===== src/rtl/fetch_queue_if.sv =====
// Fetch-queue bus: fetch-side enqueue port and decoder-side dequeue port, plus occupancy.
// Each handshake transfers only on a rising edge where valid and ready are both high.
`ifndef DATA_SIZE
`define DATA_SIZE 64
`endif
`ifndef INSTRUCTION_SIZE
`define INSTRUCTION_SIZE 32
`endif

interface fetch_queue_if #(
    parameter int DEPTH = 8
);
    localparam int PTR_W = $clog2(DEPTH);

    logic                         in_valid;
    logic                         in_ready;
    logic [`DATA_SIZE-1:0]        in_word;
    logic [`DATA_SIZE-1:0]        in_pc;
    logic                         out_valid;
    logic                         out_ready;
    logic [`INSTRUCTION_SIZE-1:0] out_instruction;
    logic [`DATA_SIZE-1:0]        out_pc;
    logic [PTR_W:0]               count;

    // master is the fetch/decode environment, slave is the queue itself
    modport master (
        output in_valid, in_word, in_pc, out_ready,
        input  in_ready, out_valid, out_instruction, out_pc, count
    );
    modport slave (
        input  in_valid, in_word, in_pc, out_ready,
        output in_ready, out_valid, out_instruction, out_pc, count
    );
endinterface


===== src/rtl/fetch_queue.sv =====
// Instruction buffer: splits aligned 64-bit fetch words into 32-bit instructions and queues them.
// Optional same-cycle bypass into an empty queue is enabled by defining FETCH_QUEUE_BYPASS_EN.
module fetch_queue #(
    parameter int DEPTH = 8
) (
    input  logic          clk,
    input  logic          reset,
    input  logic          flush,
    fetch_queue_if.slave  bus
);
    localparam int PTR_W = $clog2(DEPTH);
    localparam logic [PTR_W:0] DEPTH_CNT = (PTR_W+1)'(DEPTH);

    logic [`INSTRUCTION_SIZE-1:0] instr_mem_q [DEPTH];
    logic [`DATA_SIZE-1:0]        pc_mem_q    [DEPTH];

    logic [PTR_W-1:0] wr_ptr_q, wr_ptr_d;
    logic [PTR_W-1:0] rd_ptr_q, rd_ptr_d;
    logic [PTR_W:0]   count_q, count_d;

    logic             in_ready;
    logic             enq;
    logic             deq;
    logic             two_wide;
    logic             bypass_show;
    logic             bypass_take;
    logic [PTR_W:0]   enq_n;
    logic [PTR_W:0]   deq_n;

    logic                         wr0_en, wr1_en;
    logic [PTR_W-1:0]             wr0_idx, wr1_idx;
    logic [`INSTRUCTION_SIZE-1:0] wr0_instr, wr1_instr;
    logic [`DATA_SIZE-1:0]        wr0_pc, wr1_pc;
    logic [`INSTRUCTION_SIZE-1:0] first_instr, second_instr;
    logic [`DATA_SIZE-1:0]        second_pc;

    assign in_ready     = (DEPTH_CNT - count_q) >= (PTR_W+1)'(2);
    assign two_wide     = ~bus.in_pc[2];
    assign first_instr  = two_wide ? bus.in_word[31:0] : bus.in_word[63:32];
    assign second_instr = bus.in_word[63:32];
    assign second_pc    = bus.in_pc + 64'd4;
    assign enq          = bus.in_valid && in_ready && !flush;
    assign deq          = (count_q != '0) && bus.out_ready && !flush;

`ifdef FETCH_QUEUE_BYPASS_EN
    // first instruction of a word arriving at an empty queue is shown immediately
    assign bypass_show = enq && (count_q == '0);
    assign bypass_take = bypass_show && bus.out_ready;
`else
    assign bypass_show = 1'b0;
    assign bypass_take = 1'b0;
`endif

    always_comb begin
        wr0_en    = 1'b0;
        wr1_en    = 1'b0;
        wr0_idx   = wr_ptr_q;
        wr1_idx   = wr_ptr_q + PTR_W'(1);
        wr0_instr = first_instr;
        wr0_pc    = bus.in_pc;
        wr1_instr = second_instr;
        wr1_pc    = second_pc;
        if (enq) begin
            if (!bypass_take) begin
                wr0_en = 1'b1;
                wr1_en = two_wide;
            end else if (two_wide) begin
                // first half went straight to the decoder; only the upper half is stored
                wr0_en    = 1'b1;
                wr0_instr = second_instr;
                wr0_pc    = second_pc;
            end
        end
        enq_n = (PTR_W+1)'(wr0_en) + (PTR_W+1)'(wr1_en);
        deq_n = (PTR_W+1)'(deq);
        if (flush) begin
            wr_ptr_d = '0;
            rd_ptr_d = '0;
            count_d  = '0;
        end else begin
            wr_ptr_d = wr_ptr_q + enq_n[PTR_W-1:0];
            rd_ptr_d = rd_ptr_q + PTR_W'(deq);
            count_d  = count_q + enq_n - deq_n;
        end
    end

    always_comb begin
        bus.in_ready        = in_ready;
        bus.count           = count_q;
        bus.out_valid       = 1'b0;
        bus.out_instruction = '0;
        bus.out_pc          = '0;
        if (count_q != '0) begin
            bus.out_valid       = 1'b1;
            bus.out_instruction = instr_mem_q[rd_ptr_q];
            bus.out_pc          = pc_mem_q[rd_ptr_q];
        end else if (bypass_show) begin
            bus.out_valid       = 1'b1;
            bus.out_instruction = first_instr;
            bus.out_pc          = bus.in_pc;
        end
    end

    always_ff @(posedge clk or posedge reset) begin
        if (reset) begin
            wr_ptr_q <= '0;
            rd_ptr_q <= '0;
            count_q  <= '0;
        end else begin
            wr_ptr_q <= wr_ptr_d;
            rd_ptr_q <= rd_ptr_d;
            count_q  <= count_d;
        end
    end

    // Storage needs no reset: count gates every read.
    always_ff @(posedge clk) begin
        if (wr0_en) begin
            instr_mem_q[wr0_idx] <= wr0_instr;
            pc_mem_q[wr0_idx]    <= wr0_pc;
        end
        if (wr1_en) begin
            instr_mem_q[wr1_idx] <= wr1_instr;
            pc_mem_q[wr1_idx]    <= wr1_pc;
        end
    end
endmodule


===== src/flat_wrapper.sv =====
// flat-port wrapper written by rule: the top's interface ports become plain ports
module fetch_queue_flat 
#(
    parameter int DEPTH = 8
)
  (clk, reset, flush, bus_in_valid, bus_in_word, bus_in_pc, bus_out_ready, bus_in_ready, bus_out_valid, bus_out_instruction, bus_out_pc, bus_count);
  fetch_queue_if #(.DEPTH(DEPTH)) bus_i ();
  input  logic clk;
  input  logic reset;
  input  logic flush;
  input wire logic [$bits(bus_i.in_valid)-1:0] bus_in_valid;
  input wire logic [$bits(bus_i.in_word)-1:0] bus_in_word;
  input wire logic [$bits(bus_i.in_pc)-1:0] bus_in_pc;
  input wire logic [$bits(bus_i.out_ready)-1:0] bus_out_ready;
  output wire logic [$bits(bus_i.in_ready)-1:0] bus_in_ready;
  output wire logic [$bits(bus_i.out_valid)-1:0] bus_out_valid;
  output wire logic [$bits(bus_i.out_instruction)-1:0] bus_out_instruction;
  output wire logic [$bits(bus_i.out_pc)-1:0] bus_out_pc;
  output wire logic [$bits(bus_i.count)-1:0] bus_count;
  assign bus_i.in_valid = bus_in_valid;
  assign bus_i.in_word = bus_in_word;
  assign bus_i.in_pc = bus_in_pc;
  assign bus_i.out_ready = bus_out_ready;
  assign bus_in_ready = bus_i.in_ready;
  assign bus_out_valid = bus_i.out_valid;
  assign bus_out_instruction = bus_i.out_instruction;
  assign bus_out_pc = bus_i.out_pc;
  assign bus_count = bus_i.count;
  fetch_queue #(.DEPTH(DEPTH)) u_core (.clk(clk), .reset(reset), .flush(flush), .bus(bus_i));
endmodule

===== config.mk =====
export PLATFORM = sky130hd
export DESIGN_NAME = fetch_queue_flat
export DESIGN_NICKNAME = d
export VERILOG_FILES = /design/src/rtl/fetch_queue_if.sv /design/src/rtl/fetch_queue.sv /design/src/flat_wrapper.sv
export SDC_FILE = /design/constraint.sdc
export NUM_CORES = 1
export LEC_CHECK = 0
export ABC_AREA = 1
export CAP_MARGIN = 0
export CORE_ASPECT_RATIO = 1.1
export CORE_MARGIN = 3
export CORE_UTILIZATION = 53
export CTS_CLUSTER_DIAMETER = 150
export DETAILED_ROUTE_END_ITERATION = 10
export PLACE_DENSITY_LB_ADDON = 0.3
export SLEW_MARGIN = 20
export SYNTH_ARGS = -nofsm -noshare
export SYNTH_HDL_FRONTEND = slang
export SYNTH_SLANG_ARGS = --single-unit

===== constraint.sdc =====
create_clock -name clk -period 8.1 [get_ports clk]
set_input_delay 1.62 -clock clk [delete_from_list [all_inputs] [get_ports clk]]
set_output_delay 1.62 -clock clk [all_outputs]
set_load 0.02 [all_outputs]

==> results of run 1 <==
-- cell usage in the layout (no fill, tap or decap), types with 3 or more instances in the layout --
cell,instances
a21oi_1,3
a31oi_1,96
buf_12,3
buf_4,48
bufinv_16,6
clkbuf_1,15
clkbuf_16,83
clkdlybuf4s50_1,234
clkinv_1,18
clkinv_2,14
dfrtp_1,8
diode_2,5
edfxtp_1,768
ha_1,13
inv_1,44
inv_2,5
inv_6,3
nand2_1,1714
nand2_2,19
nand2_4,3
nand3_1,18
nand4_1,8
nor2_1,649
nor2_2,5
nor2_4,11
o21ai_0,464
o21ai_1,22
o21ai_4,8
o22ai_1,96
xnor2_1,5
xnor2_2,8
xor2_2,4
-- per-layer routing --
metal	share of wire, %	vias up	track usage (%)
met5	0.071	-	0
met4	4.1	12	13.5
met3	11	336	5.45
met2	47	1938	49.9
met1	38	14800	41.4
li1	-	14500	-
-- power by group --
part	switching [mW]	internal [mW]	total, mW
registers	0.104	4.75	4.86
logic	2.38	1.24	3.62
clock network	1.55	2.06	3.61
-- registers in the layout (all words and copies together), names as in the netlist --
register            flops
u_core.wr0_idx          3
u_core.instr_mem_q    256
u_core.pc_mem_q       512
u_core.rd_ptr_q         3
u_core.bus.count        4
-- final cells by class --
| cell class | count | area (um2) |
|---|---|---|
| Antenna cell | 5 | 12.5 |
| Clock buffer | 98 | 2130 |
| Clock inverter | 43 | 375 |
| Fill cell | 6109 | 29900 |
| Inverter | 53 | 219 |
| Multi-Input combinational cell | 3158 | 13700 |
| Sequential cell | 778 | 23300 |
| Tap cell | 954 | 1190 |
| Timing Repair Buffer | 287 | 2820 |
-- worst min-delay path, stage by stage (launching register included) --
cell and delay (ns):
dfrtp_1 0.43, xnor2_1 0.14, nor2_1 0.04
-- worst max-delay path by stage --
stage	endpoint	from	slack, ns
floorplan	u_core.instr_mem_q[6][0]	bus_in_valid	-1.29
global placement	u_core.pc_mem_q[6][35]	flush	2.23
detailed placement	u_core.pc_mem_q[6][43]	flush	2.20
CTS	bus_out_pc[60]	u_core.rd_ptr_q[1]	2.03
global route	bus_out_pc[3]	u_core.rd_ptr_q[0]	1.84
finish	bus_out_pc[12]	u_core.rd_ptr_q[0]	2.01
-- kinds of logic after synthesis --
family                   synth area share (%)
AO/OA/AOI/OAI                            9.30
AND/OR/NAND/NOR                          23.6
buffers and inverters                    7.06
XOR/XNOR                                0.716
flip-flops                               58.8
adder cells (fa/ha/maj)                 0.511
==> summary.txt, run 1 <==
Critical path
  – Worst Path Required: about 6.5 ns
  – Top Family by Delay on Critical Path: buffers and inverters
  – CP endpoint kind: primary output
  – Number of cells on the critical path: 7
  – WP buf/inv: 3
  – Crit path max fanout: approximately 120
  – RR Endpoint: u_core.pc_mem_q[6][46]
  – CP Class: flip-flop to primary output
  – Flop2flop setup slack: around 3.7 ns
  – R2r startpoint: u_core.bus.count[1]
  – Critical path's largest stage delay: about 1.0 ns
  – Crit path cell chain: buf_12, buf_16, o21ai_0, o22ai_1, o21ai_1, a31oi_1, clkdlybuf4s50_1
  – Slowest-stage cell, CP: dfrtp_4
  – Arrival @ worst endpoint: approximately 4.5 ns
  – Worst-case reg-to-reg path depth: 10
  – CP Launch Type: flip-flop

Placement
  – Placed cells: about 5.2k
  – GPL Wtd Cong: between 0.8 and 0.9
  – DP Worst Slack: 2.20 ns
  – PortBufs: 234
  – Placed instance area: 41,200 um2
  – HPWL Detailed: roughly 64 mm

Min path
  – Hold EP: u_core.rd_ptr_q[2]
  – Min-delay src: u_core.rd_ptr_q[2]
  – Hold depth: 2
  – HP Class: flip-flop to flip-flop

Yosys
  – Yosys top cell area share: between 50% and 60%
  – Netlist cell types: 37
  – EDFF count, synth: around 770
  – Commonest cells post-synth: nand2_1 (1,715), edfxtp_1 (768), nor2_1 (649), o21ai_0 (471), clkbuf_1 (408)
  – Warnings, synthesis: 0
  – Synth area leader: edfxtp_1
  – Most common cell in the synthesized netlist: nand2_1
  – Cell count after synthesis: ~4.6k
  – Top FF cell, synth: edfxtp_1
  – Yosys reg bits: 778
  – Post-Syn Area per Cell: between 8 and 9 um2
  – Synthesized area: a little under 40,000 um2
  – Syn nets: approximately 4.7k
  – Sequential area share after synthesis: about three fifths
  – Synth top area cells: edfxtp_1 (58%), nand2_1 (16%), nor2_1 (6.1%)
  – Asr flop ratio synth: ~1.3%

Layout
  – Fin nets: ~4.5k
  – Final core utilization: roughly three fifths
  – Post-Layout Cell Count: 5,376
  – P&R area growth vs syn: 10.3%
  – Fin area: approximately 44,000 um2
  – Layout cells sized above 1: 5.32%

Die
  – Die W: 267 um
  – CORE AREA: between 70,000 and 80,000 um2
  – Num rows: about 100
  – Die area: about 78,000 um2
  – Num ports: about 240
  – Initial core utilization: between 50% and 60%
  – Die Height: about 290 um

STA
  – Slew @ Worst Pin: between 1 and 1.5 ns
  – RSZ-0062 raised after global routing: no
  – Clock skew: 0.0199 ns
  – Tmin final: slightly above 6 ns
  – Hold Slack: roughly 0.64 ns
  – Slew headroom: 19.4%
  – Max frequency: 0.164 GHz
  – Final hold violations: 0
  – Slew Limit Fails: 0
  – Final setup TNS: 0 ns
  – Endpoints failing setup: 0
  – Final setup margin: approximately 2 ns
  – Post-route clock period utilization: between 70% and 80%

Power
  – Cell Pwr Density: 276 nW/um2
  – Maximum vdd drop: 0.229 mV
  – P_leak: approximately 17 nW
  – Final Total Pwr: roughly 12 mW

Clock network
  – Post-CTS sizing: 0
  – CTS HTree Levels: 3
  – Worst skew pair latency: between 0.6 and 0.7 ns
  – Hold Buf Count CTS: 0
  – CTS buffer count: 80
  – Root buf cell: clkbuf_16
  – TritonCTS clock tree: done
  – Post CTS Setup Buffer Count: 0
  – CTS Buffer Depth: 3
  – Reg clk slew, reported paths: around 0.060 ns
  – Sink Count: around 800

Drt
  – Detailed Routing Iterations Pass 1: 6
  – DR vias: between 30k and 40k
  – Vias per inst: 5.88
  – Antenna Nets Post-Route: 0
  – Initial DRC count: about 3.8k
  – Drt total wl: 122 mm
  – # DRC: 0
  – WL per Instance: 22.7 um

GRT
  – Vias in the first global route: just over 30k
  – Grt total ovfl: 0
  – Largest net degree at the start of global routing: about 240
  – First-pass GRT wire length: around 180 mm
  – Initial antenna violation count: 11
  – Gr usage total: a little under a third

Run status
  – Status: finished, final reports clean

Run
  – Max-cap violation count: 0
Power figures use the tool's default switching activity.
==> run 2: changes to the inputs <==
==> constraint.sdc (replaced) <==
create_clock -name clk -period 5.3 [get_ports clk]
set_input_delay 1.06 -clock clk [delete_from_list [all_inputs] [get_ports clk]]
set_output_delay 1.06 -clock clk [all_outputs]
set_load 0.02 [all_outputs]
==> run 2 against run 1 <==
Compared with the run above: sequential power grew 51%; worst setup slack worse by 1.4 ns; sequential share of layout area decreased by 0.38 points; count of clock-buffer cells in the layout rose by 2; critical endpoint is now bus_out_pc[54]; first-iteration DRC count decreased by 3.7%; largest cell class unchanged.
==> summary.txt, run 2 (same netlist as run 1, synthesis figures left out) <==
Run status
  – Status: finished, final reports clean (unchanged)

Critical path
  – CP Launch Type: flip-flop (unchanged)
  – Worst-case reg-to-reg path depth: 10 (unchanged)
  – Critical Path Most Common Cell: o21ai_0
  – Crit path max fanout: 122 (was 121)
  – Arrival @ worst endpoint: 3.65 ns (was 4.47 ns)
  – Crit path cell chain: inv_8, buf_12, o21ai_0, o22ai_1, o21ai_0, a31oi_1, clkdlybuf4s50_1 (was buf_12, buf_16, o21ai_0, o22ai_1, o21ai_1, a31oi_1, clkdlybuf4s50_1)
  – CP startpoint: u_core.rd_ptr_q[0] (unchanged)
  – Flop2flop setup slack: 1.76 ns (was 3.74 ns)
  – R2r startpoint: u_core.bus.count[1] (unchanged)
  – CP Capture Point: bus_out_pc[54] (was bus_out_pc[12])
  – RR Endpoint: u_core.instr_mem_q[4][4] (was u_core.pc_mem_q[6][46])
  – Worst Path Required: 4.24 ns (was 6.48 ns)
  – CP endpoint kind: primary output (unchanged)
  – Critical path's largest stage delay: 0.68 ns (was 1.03 ns)
  – CP Class: flip-flop to primary output (unchanged)
  – Slowest-stage cell, CP: clkdlybuf4s50_1 (was dfrtp_4)

STA
  – Slew @ Worst Pin: 1.15 ns (was 1.21 ns)
  – RSZ-0062 raised after global routing: no (unchanged)
  – Final setup TNS: 0 ns (unchanged)
  – Slew headroom: 23.3% (was 19.4%)
  – Clock skew: 0.0244 ns (was 0.0199 ns)
  – Final setup margin: 0.593 ns (was 2.01 ns)
  – Final hold violations: 0 (unchanged)
  – Post-route clock period utilization: 88.8%
  – Slew Limit Fails: 0 (unchanged)
  – Max frequency: roughly 0.21 GHz
  – Endpoints failing setup: 0 (unchanged)
  – Tmin final: approximately 4.7 ns

Die
  – CORE AREA: 73,700 um2 (unchanged)
  – Die W: 267 um (unchanged)
  – Die area: 78,200 um2 (unchanged)
  – Initial core utilization: 53.8% (unchanged)
  – Die Height: 293 um (unchanged)
  – Num rows: 104 (unchanged)
  – Num ports: 235 (unchanged)

Placement
  – Placed cells: 5,235 (was 5,229)
  – HPWL Detailed: 63.4 mm (was 63.7 mm)
  – GPL Wtd Cong: 0.855 (was 0.897)
  – Placed instance area: 41,400 um2 (was 41,200 um2)
  – PortBufs: 234 (unchanged)
  – DP Worst Slack: 1.12 ns (was 2.20 ns)

Layout
  – Biggest register: u_core.pc_mem_q (unchanged)
  – Fin area: 44,000 um2 (was 43,700 um2)
  – Commonest cells after routing, fill and taps aside: nand2_1 (1,714), edfxtp_1 (768), nor2_1 (649), o21ai_0 (464), clkdlybuf4s50_1 (234) (unchanged)
  – Post-Layout Cell Count: 5,390 (was 5,376)
  – P&R area growth vs syn: 11.0% (was 10.3%)
  – Number of flip-flops in the largest register: 512 (unchanged)
  – Commonest non-fill, non-tap cell in the layout: nand2_1 (unchanged)
  – Fin nets: 4,511 (was 4,506)
  – Final core utilization: 59.8% (was 59.4%)
  – Layout cells sized above 1: 5.51% (was 5.32%)

Power
  – Clock network power share: 30.4% (was 29.9%)
  – P_leak: 17.1 nW (was 17.0 nW)
  – Sequential fraction of design power: 39.4% (was 40.2%)
  – Cell Pwr Density: 424 nW/um2 (was 276 nW/um2)
  – Logic pwr share: 30.2% (was 29.9%)
  – Internal: 12.5 mW (was 8.05 mW)
  – NetSw: 6.19 mW (was 4.03 mW)
  – Switching Fraction: 33.1% (was 33.4%)
  – Maximum vdd drop: 0.441 mV (was 0.229 mV)

Clock network
  – CTS Buffer Depth: 3 (unchanged)
  – Worst skew pair latency: 0.63 ns (about the same)
  – Post CTS Setup Buffer Count: 0 (unchanged)
  – Root buf cell: clkbuf_16 (unchanged)
  – Sink Count: 778 (unchanged)
  – CTS HTree Levels: 3 (unchanged)
  – CTS buffer count: 80 (unchanged)
  – Post-CTS sizing: 0 (unchanged)
  – Reg clk slew, reported paths: 0.06 ns (about the same)
  – TritonCTS clock tree: done (unchanged)
  – Hold Buf Count CTS: 0 (unchanged)

Drt
  – Drt total wl: 120 mm (was 122 mm)
  – Initial DRC count: 3,676 (was 3,816)
  – Vias per inst: 5.88 (about the same)
  – DR vias: 31.7k (was 31.6k)
  – Antenna Nets Post-Route: 0 (unchanged)
  – WL per Instance: 22.3 um (was 22.7 um)
  – Detailed Routing Iterations Pass 1: 7 (was 6)
  – # DRC: 0 (unchanged)

Run
  – Max-cap violation count: 0 (unchanged)

GRT
  – Busiest grt layer: met2 (unchanged)
  – Gr usage total: 30.4% (was 30.9%)
  – Global Route met2 Usage: 50.5% (was 49.9%)
  – M3 GR Usage: 5.18% (was 5.45%)
  – Largest net degree at the start of global routing: 206 (was 236)
  – First-pass GRT wire length: 181 mm (was 182 mm)
  – Initial antenna violation count: 11 (unchanged)
  – M1 GR Usage: 39.5% (was 41.4%)
  – Grt total ovfl: 0 (unchanged)
  – Vias in the first global route: 30.5k (was 30.3k)

Min path
  – HP Class: flip-flop to flip-flop (unchanged)
  – Hold depth: 2 (unchanged)
run 2: cell count changes in the layout (fill, tap and decap cells not counted), moves of 2 or more:
| cell | before | now |
|---|---|---|
| buf_16 | 2 | 0 |
| inv_6 | 3 | 5 |
| buf_4 | 48 | 39 |
| diode_2 | 5 | 8 |
| buf_12 | 3 | 19 |
| nand2_2 | 19 | 17 |
| nand2_4 | 3 | 5 |
| bufinv_16 | 6 | 8 |
run 2: worst min-delay path by stage:
stage / from / slack (ns) / endpoint
after floorplan: u_core.rd_ptr_q[2] / 0.51 / u_core.rd_ptr_q[2]
after global placement: u_core.rd_ptr_q[2] / 0.61 / u_core.rd_ptr_q[2]
after detailed placement: u_core.rd_ptr_q[2] / 0.63 / u_core.rd_ptr_q[2]
after CTS: u_core.rd_ptr_q[2] / 0.64 / u_core.rd_ptr_q[2]
after global routing: u_core.rd_ptr_q[2] / 0.69 / u_core.rd_ptr_q[2]
final: u_core.rd_ptr_q[2] / 0.65 / u_core.rd_ptr_q[2]
run 2: through the flow:
step	hold WS [ns]	total power, mW
after detailed placement	0.634	13.1
after floorplan	0.509	10.8
after global routing	0.685	19.4
after CTS	0.645	18.7
after global placement	0.614	13.0
final	0.652	18.7
run 2: final cells by class:
cell class / instances / area [um2]
inverters: 53 / 219
fillers: 6142 / 29600
flip-flops and latches: 778 / 23300
clock buffers: 100 / 2160
diodes: 8 / 20.0
well taps: 954 / 1190
multi-input cells: 3158 / 13700
repair buffers: 292 / 3020
clock inverters: 47 / 444
run 2: worst max-delay path: cells and delay by family (launching register included):
| family | cells | cell delay (ns) |
|---|---|---|
| AOI/OAI and AO/OA | 4 | 0.78 |
| buffers and inverters | 3 | 1.69 |
| DFF | 1 | 0.53 |
run 2: metal layers:
metal	share of wire (%)	up-vias
li1	-	14500
met1	37	14900
met2	48	1955
met3	11	355
met4	4.1	4
met5	0.022	-
run 2: power by group through the flow:
stage,clock network [mW],logic [mW],registers (mW)
after floorplan,0,3.22,7.55
after global placement,0,5.52,7.48
after detailed placement,0,5.58,7.49
after CTS,5.70,5.62,7.36
after global routing,5.94,6.07,7.39
final,5.67,5.64,7.36
